<file path="src/rtl/m31_adder_arbiter.sv">
// m31_adder_arbiter
//   Shares one external combinational M31 adder ((a+b) mod 2^31-1) between
//   NUM_REQ requesters. A round-robin arbiter picks one requester per cycle.
//   The granted operands enter a two-stage pipeline:
//     stage 1 - operand register, which drives the external adder;
//     stage 2 - result register, which captures the adder sum.
//   Each operation carries the index of its requester. The result is returned
//   on that requester's response channel.
//
// Ports
//   clk        in   clock; all state changes on the rising edge
//   rst_n      in   synchronous active-low reset
//   req_valid  in   [NUM_REQ]             per-requester request valid
//   req_ready  out  [NUM_REQ]             per-requester accept (at most one high)
//   req_a      in   [NUM_REQ*DATA_WIDTH]  operand a, requester i at [i*DW +: DW]
//   req_b      in   [NUM_REQ*DATA_WIDTH]  operand b, same packing
//   rsp_valid  out  [NUM_REQ]             per-requester result valid (at most one high)
//   rsp_ready  in   [NUM_REQ]             per-requester result accept
//   rsp_data   out  [DATA_WIDTH]          shared result bus
//   add_a      out  [DATA_WIDTH]          stage-1 operand a to the adder
//   add_b      out  [DATA_WIDTH]          stage-1 operand b to the adder
//   add_sum    in   [DATA_WIDTH]          reduced sum returned by the adder
//   busy       out                        any pipeline stage occupied
module m31_adder_arbiter #(
  parameter int NUM_REQ    = 4,
  parameter int DATA_WIDTH = 31
) (
  input  logic                          clk,
  input  logic                          rst_n,
  input  logic [NUM_REQ-1:0]            req_valid,
  output logic [NUM_REQ-1:0]            req_ready,
  input  logic [NUM_REQ*DATA_WIDTH-1:0] req_a,
  input  logic [NUM_REQ*DATA_WIDTH-1:0] req_b,
  output logic [NUM_REQ-1:0]            rsp_valid,
  input  logic [NUM_REQ-1:0]            rsp_ready,
  output logic [DATA_WIDTH-1:0]         rsp_data,
  output logic [DATA_WIDTH-1:0]         add_a,
  output logic [DATA_WIDTH-1:0]         add_b,
  input  logic [DATA_WIDTH-1:0]         add_sum,
  output logic                          busy
);

  localparam int TAG_W = $clog2(NUM_REQ);

  logic [TAG_W-1:0]      rr_ptr_q,  rr_ptr_d;
  logic                  s1_vld_q,  s1_vld_d;
  logic [DATA_WIDTH-1:0] s1_a_q,    s1_a_d;
  logic [DATA_WIDTH-1:0] s1_b_q,    s1_b_d;
  logic [TAG_W-1:0]      s1_tag_q,  s1_tag_d;
  logic                  s2_vld_q,  s2_vld_d;
  logic [DATA_WIDTH-1:0] s2_data_q, s2_data_d;
  logic [TAG_W-1:0]      s2_tag_q,  s2_tag_d;

  logic             grant_found;
  logic [TAG_W-1:0] grant_idx;
  logic             req_fire;
  logic             rsp_fire;
  logic             s1_move;
  logic             s1_can_load;
  logic             s2_can_load;

  // Round-robin search starting at rr_ptr. The loop runs from the farthest
  // offset down to offset 0, so the last match written is the nearest one.
  always_comb begin
    grant_found = 1'b0;
    grant_idx   = '0;
    for (int k = NUM_REQ - 1; k >= 0; k--) begin
      if (req_valid[(int'(rr_ptr_q) + k) % NUM_REQ]) begin
        grant_found = 1'b1;
        grant_idx   = TAG_W'((int'(rr_ptr_q) + k) % NUM_REQ);
      end
    end
  end

  // Pipeline flow control. Stage 2 frees up in the same cycle its result is
  // accepted, which lets a full pipe advance one operation per cycle.
  always_comb begin
    rsp_fire    = s2_vld_q && rsp_ready[s2_tag_q];
    s2_can_load = !s2_vld_q || rsp_fire;
    s1_can_load = !s1_vld_q || s2_can_load;
    s1_move     = s1_vld_q && s2_can_load;
    req_fire    = rst_n && grant_found && s1_can_load;
  end

  // Only the granted requester sees ready. The grant is masked while reset is
  // asserted so that no request appears accepted during reset.
  always_comb begin
    req_ready = '0;
    if (req_fire) begin
      req_ready[grant_idx] = 1'b1;
    end
  end

  always_comb begin
    rsp_valid = '0;
    for (int i = 0; i < NUM_REQ; i++) begin
      rsp_valid[i] = s2_vld_q && (s2_tag_q == TAG_W'(i));
    end
  end

  assign rsp_data = s2_data_q;
  assign add_a    = s1_a_q;
  assign add_b    = s1_b_q;
  assign busy     = s1_vld_q || s2_vld_q;

  // Next-state logic. A new request overrides the "stage 1 drains" case.
  // A stage 1 -> stage 2 move overrides the "stage 2 drains" case.
  always_comb begin
    rr_ptr_d  = rr_ptr_q;
    s1_vld_d  = s1_vld_q;
    s1_a_d    = s1_a_q;
    s1_b_d    = s1_b_q;
    s1_tag_d  = s1_tag_q;
    s2_vld_d  = s2_vld_q;
    s2_data_d = s2_data_q;
    s2_tag_d  = s2_tag_q;

    if (req_fire) begin
      s1_vld_d = 1'b1;
      s1_a_d   = req_a[grant_idx*DATA_WIDTH +: DATA_WIDTH];
      s1_b_d   = req_b[grant_idx*DATA_WIDTH +: DATA_WIDTH];
      s1_tag_d = grant_idx;
      rr_ptr_d = (grant_idx == TAG_W'(NUM_REQ - 1)) ? '0 : grant_idx + 1'b1;
    end else if (s1_move) begin
      s1_vld_d = 1'b0;
    end

    if (s1_move) begin
      s2_vld_d  = 1'b1;
      s2_data_d = add_sum;
      s2_tag_d  = s1_tag_q;
    end else if (rsp_fire) begin
      s2_vld_d = 1'b0;
    end
  end

  always_ff @(posedge clk) begin
    if (!rst_n) begin
      rr_ptr_q  <= '0;
      s1_vld_q  <= 1'b0;
      s1_a_q    <= '0;
      s1_b_q    <= '0;
      s1_tag_q  <= '0;
      s2_vld_q  <= 1'b0;
      s2_data_q <= '0;
      s2_tag_q  <= '0;
    end else begin
      rr_ptr_q  <= rr_ptr_d;
      s1_vld_q  <= s1_vld_d;
      s1_a_q    <= s1_a_d;
      s1_b_q    <= s1_b_d;
      s1_tag_q  <= s1_tag_d;
      s2_vld_q  <= s2_vld_d;
      s2_data_q <= s2_data_d;
      s2_tag_q  <= s2_tag_d;
    end
  end

endmodule

</file>
<file path="config.mk">
export PLATFORM = sky130hd
export DESIGN_NAME = m31_adder_arbiter
export DESIGN_NICKNAME = d
export VERILOG_FILES = /design/src/rtl/m31_adder_arbiter.sv
export SDC_FILE = /design/constraint.sdc
export NUM_CORES = 1
export LEC_CHECK = 0
export CELL_PAD_IN_SITES_DETAIL_PLACEMENT = 0
export CELL_PAD_IN_SITES_GLOBAL_PLACEMENT = 1
export CORE_MARGIN = 2
export CORE_UTILIZATION = 24
export DETAILED_ROUTE_END_ITERATION = 16
export HOLD_SLACK_MARGIN = 0.06
export PLACE_DENSITY_LB_ADDON = 0.1
export SLEW_MARGIN = 0
export SYNTH_ARGS = -nofsm -noshare
export SYNTH_HDL_FRONTEND = slang
export SYNTH_SLANG_ARGS = --single-unit
</file>
<file path="constraint.sdc">
create_clock -name clk -period 1.9 [get_ports clk]
set_input_delay 0.285 -clock clk [delete_from_list [all_inputs] [get_ports clk]]
set_output_delay 0.285 -clock clk [all_outputs]
set_load 0.02 [all_outputs]
</file>
# After elaboration in Yosys (flattened, before gate mapping)

Index checks and enable logic that the tools add are counted.

Add/subtract/negate cells: 4
Multiply operators: 1
Order comparisons: 7
Eq/ne operators: 4
Shift-type cells: 2
Muxes and demuxes: 29
Bitwise operators: 3
Reductions and logical operators: 20

Operator list:

| cell                  | count |
|---|---|
| $shiftx A124 B8 Y31   | 2 |
| $mux W1               | 17 |
| $lt A3 B4 Y1 const B  | 3 |
| $bmux W1 S2           | 5 |
| $mux W2               | 5 |
| $logic_and A1 B1 Y1   | 9 |
| $lt A2 B3 Y1 const B  | 3 |
| $mul A2 B5 Y7 const B | 1 |
| $eq A2 B2 Y1 const B  | 3 |
| $reduce_or A2 Y1      | 3 |
| $add A2 B1 Y2 const B | 2 |
| $add A2 B2 Y2 const B | 2 |
| $mux W4               | 1 |
| $reduce_bool A2 Y1    | 2 |
| $and A1 B1 Y1 const A | 3 |
| $logic_or A1 B1 Y1    | 3 |
| $demux W1 S2          | 1 |
| $eq A2 B1 Y1 const B  | 1 |
| $ge A2 B1 Y1 const B  | 1 |
| $logic_not A1 Y1      | 2 |
| $logic_not A2 Y1      | 1 |

Bits in registers: 101
Input bits: 289
Output and inout bits: 102
Logic and storage cells: 78

# Logic depth before layout (Yosys ltp)

Depth in word-level cells: 15
Depth in mapped cells: 8
Depth with buffers taken out: 7

# Least setup slack after synthesis

Ideal clock, no wire load.

Path kind: register -> output
Start point: register s2_tag_q[0]
End point: output port req_ready[1]
Arrival time: 1714 ps
Path slack: -99 ps
Stages on the path, launching flop included: 8
Path through: dfxtp_1 > buf_6 > mux2i_1 > a22o_1 > a21oi_4 > nand2_4 > buf_4 > nor2_1

Cells in the longest elaborated chain, start to end: 7

Ends and longest elaborated chain:

| what                          | RTL line | RTL |
|---|---|---|
| start: declaration            | 52       | `logic [TAG_W-1:0] s2_tag_q, s2_tag_d;` |
| start signal: assignment      | 155      | `s2_tag_q <= s2_tag_d;` |
| $bmux W1 S2                   | 78       | `rsp_fire = s2_vld_q && rsp_ready[s2_tag_q];` |
| $mux W1 (implied by the code) | 78       |  |
| $logic_and A1 B1 Y1           | 78       |  |
| $logic_or A1 B1 Y1            | 79       | `s2_can_load = !s2_vld_q \|\| rsp_fire;` |
| $logic_or A1 B1 Y1            | 80       | `s1_can_load = !s1_vld_q \|\| s2_can_load;` |
| $logic_and A1 B1 Y1           | 82       | `req_fire = rst_n && grant_found && s1_can_load;` |
| $mux W4                       | 89       | `if (req_fire) begin` |
| end: declaration              | 31       | `output logic [NUM_REQ-1:0] req_ready,` |

No other way between the ends. The select of a mux whose other input is x is not followed.

# Worst setup path in the final report

Start point: register s2_tag_q[1]
End point: output port req_ready[2]

Same word-level chain as after synthesis.

==> flow_metrics.env <==
export IMPL_whs_endpoint="rsp_data[7]"
export IMPL_netlist_area_sq_um=5370
export IMPL_failed_checks="setup timing"
export IMPL_critical_path_class="register to output port"
export IMPL_initial_core_util_pct=24.5
export IMPL_place_inst=1210
export IMPL_grtUsageTotal_pct=18.9
export IMPL_yosysSeqAreaShare_pct=37.6
export IMPL_hpwl_um=17700
export IMPL_io_pins=391
export IMPL_drc=0
export IMPL_worst_setup_path_end_kind="output port"
export IMPL_root_buffer="clkbuf_16"
export IMPL_hold_violations=0
export IMPL_numCtsBuffers=9
export IMPL_crit_fanout=5
export IMPL_relSlewSlack_pct=72.9
export IMPL_pre_cts_ws_ps=-831
export IMPL_hold_start="rsp_data[7]"
export IMPL_area_growth_pct=89.2
export IMPL_ir_drop_v=0.000449
export IMPL_rrSetupSlack_ps=80
export IMPL_avgSynthCellArea_sq_um=9.84
export IMPL_powerDensity_nw_per_um2=879
export IMPL_core_area_sq_um=21900
export IMPL_r2r_start="rr_ptr_q[0]"
export IMPL_required_ps=1620
export IMPL_ys_seq_elements=101
export IMPL_rsz0062_at_grt="yes"
export IMPL_skew_ps=13.4
export IMPL_finalWeightedCongestion=0.824
export IMPL_holdBufCountCts=0
export IMPL_clock_latency_ps=350
export IMPL_ys_warn_count=0
export IMPL_clockBufferDepth=2
export IMPL_syn_inst=546
export IMPL_worst_hold_slack_ps=455
export IMPL_hp_class="register to register"
export IMPL_max_freq_mhz=503
export IMPL_timing_rr_end="add_b[8]"
export IMPL_fin_crit_ps=1990
export IMPL_netlist_top_cells_area="dfxtp_1 (38%), mux2i_1 (24%), nand2_1 (9.2%)"
export IMPL_slew_viol_final=0
export IMPL_cts_tree="done"
export IMPL_seqCellArea_sq_um=2030
export IMPL_fp_dieH_um=154
export IMPL_drt_iter0_markers=139
export IMPL_synth_top_cell_area_share_pct=37.6
export IMPL_routed_wl_um=22900
export IMPL_setup_viol=4
export IMPL_synth_most_common_cell="nand2_1"
export IMPL_power_leakage_nw=4.16
export IMPL_synth_area_leader_cell="dfxtp_1"
export IMPL_final_nets=1234
export IMPL_startpoint_type="register"
export IMPL_drv_cap=0
export IMPL_status="finished, violations left"
export IMPL_arrival_ps=1700
export IMPL_r2r_cells=7
export IMPL_stdcell_count=1231
export IMPL_grt_max_degree=45
export IMPL_hold_depth=2
export IMPL_synthFlopType="dfxtp_1"
export IMPL_htreeDepth=3
export IMPL_timing_final_ws_setup_ps=-89.8
export IMPL_die_w_um=154
export IMPL_die_area_sq_um=23600
export IMPL_multi_input_area_sq_um=3100
export IMPL_first_pass_iters=4
export IMPL_ys_types=43
export IMPL_fin_setup_tns_ps=-295
export IMPL_port_buffers=390
export IMPL_synth_nets=836
export IMPL_grt_pass1_wl_um=34900
export IMPL_synth_edf_count=0
export IMPL_fillers=2086
export IMPL_overflow=0
export IMPL_grt_pass1_vias=6061
export IMPL_drive_above_1_share_pct=13.2
export IMPL_vias_per_cell=4.61
export IMPL_timing_final_crit_share_pct=105
export IMPL_ant_nets=0
export IMPL_post_drt_wl_per_cell_um=18.6
export IMPL_tightest_slew_ps=406
export IMPL_antenna_found_initial=2
export IMPL_synth_common_cells="nand2_1 (132), mux2i_1 (127), dfxtp_1 (101), a21oi_1 (35)"
export IMPL_row_count=54
export IMPL_cts_sinks=101
export IMPL_num_vias=5680
export IMPL_synthArstFlopShare_pct=0
export IMPL_clkTransAtPathRegs_ps=80
-- cell type report --
class,instances,area share [%]
Inverter,5,0.209
Clock buffer,11,2.39
Antenna cell,2,0.0493
Multi-Input combinational cell,397,30.6
Sequential cell,101,19.9
Clock inverter,5,0.653
Timing Repair Buffer,430,42.8
Tap cell,280,3.45
-- cells by family after synthesis --
logic type,count (synthesis),synth area share (%)
buf+inv,48,6.69
flops,101,37.6
compound gates,111,19.3
mux,127,23.7
simple gates,158,12.5
fa+ha+maj,1,0.233
-- where the power goes --
group	switching [mW]	internal, mW
Sequential	0.206	2.51
Combinational	1.99	2.28
Clock	0.876	1.08
Total	3.07	5.86
-- how the worst max path moves through the flow --
stage / start / endpoint / slack (ps) / cells after the start
5_1_grt: s2_tag_q[1] / req_ready[2] / -160 / 5
4_1_cts: s2_tag_q[1] / req_ready[0] / -140 / 5
2_1_floorplan: s2_tag_q[0] / req_ready[1] / 10 / 7
6_report: s2_tag_q[1] / req_ready[2] / -90 / 5
3_5_place_dp: req_valid[0] / add_b[30] / -830 / 9
3_3_place_gp: req_valid[0] / add_b[30] / -760 / 9
-- routing by layer --
| layer | share of wire [%] | track usage, % | vias to the layer above |
|---|---|---|---|
| met2 | 53 | 35.5 | 222 |
| met5 | 0 | 0 | - |
| met3 | 6.8 | 4.90 | 27 |
| li1 | - | - | 2794 |
| met4 | 2.2 | 6.68 | 0 |
| met1 | 38 | 20.3 | 2637 |
-- cell usage in the layout (no fill, tap or decap), types with 3 or more instances in the layout --
master           instances
mux2i_1                123
dfxtp_1                 98
o221ai_2                32
o221ai_1                30
inv_1                    3
buf_6                    6
clkdlybuf4s50_1        377
buf_4                   27
buf_12                   8
nand2_1                132
nand2_4                  3
dfxtp_2                  3
clkbuf_16                9
nor2_1                   4
a21oi_1                 35
dlygate4sd2_1            7
-- per-stage QoR --
| step | power, mW | cell area [sq um] | utilization (%) |
|---|---|---|---|
| after global placement | 6.79 | 9660 | 44.1 |
| final | 8.93 | 10200 | 46.4 |
| after detailed placement | 6.85 | 9660 | 44.1 |
| after global routing | 9.43 | 10200 | 46.4 |
| after CTS | 8.99 | 10100 | 46.0 |
| after floorplan | 5.05 | 5370 | - |
-- state kept, by name, indices dropped and copies added, names as in the netlist --
signal,cells
add_a,31
add_b,31
rr_ptr_q,2
rsp_data,31
s1_tag_q,2
s1_vld_q,1
s2_tag_q,2
s2_vld_q,1
-- worst max-delay path, stage by stage (launching register included) --
cell and delay (ps):
dfxtp_2 350, and2b_4 190, a22o_4 260, a21oi_4 220, and3_4 220, buf_6 110
-- what timing repair did --
action / in CTS / in global routing
buffers inserted: 0 / 2
resized for setup: 53 / 21
endpoints found under the setup margin: 72 / 56
pin swaps: 4 / 7
cloned: 1 / 0
(Power assumes the default switching activity.)
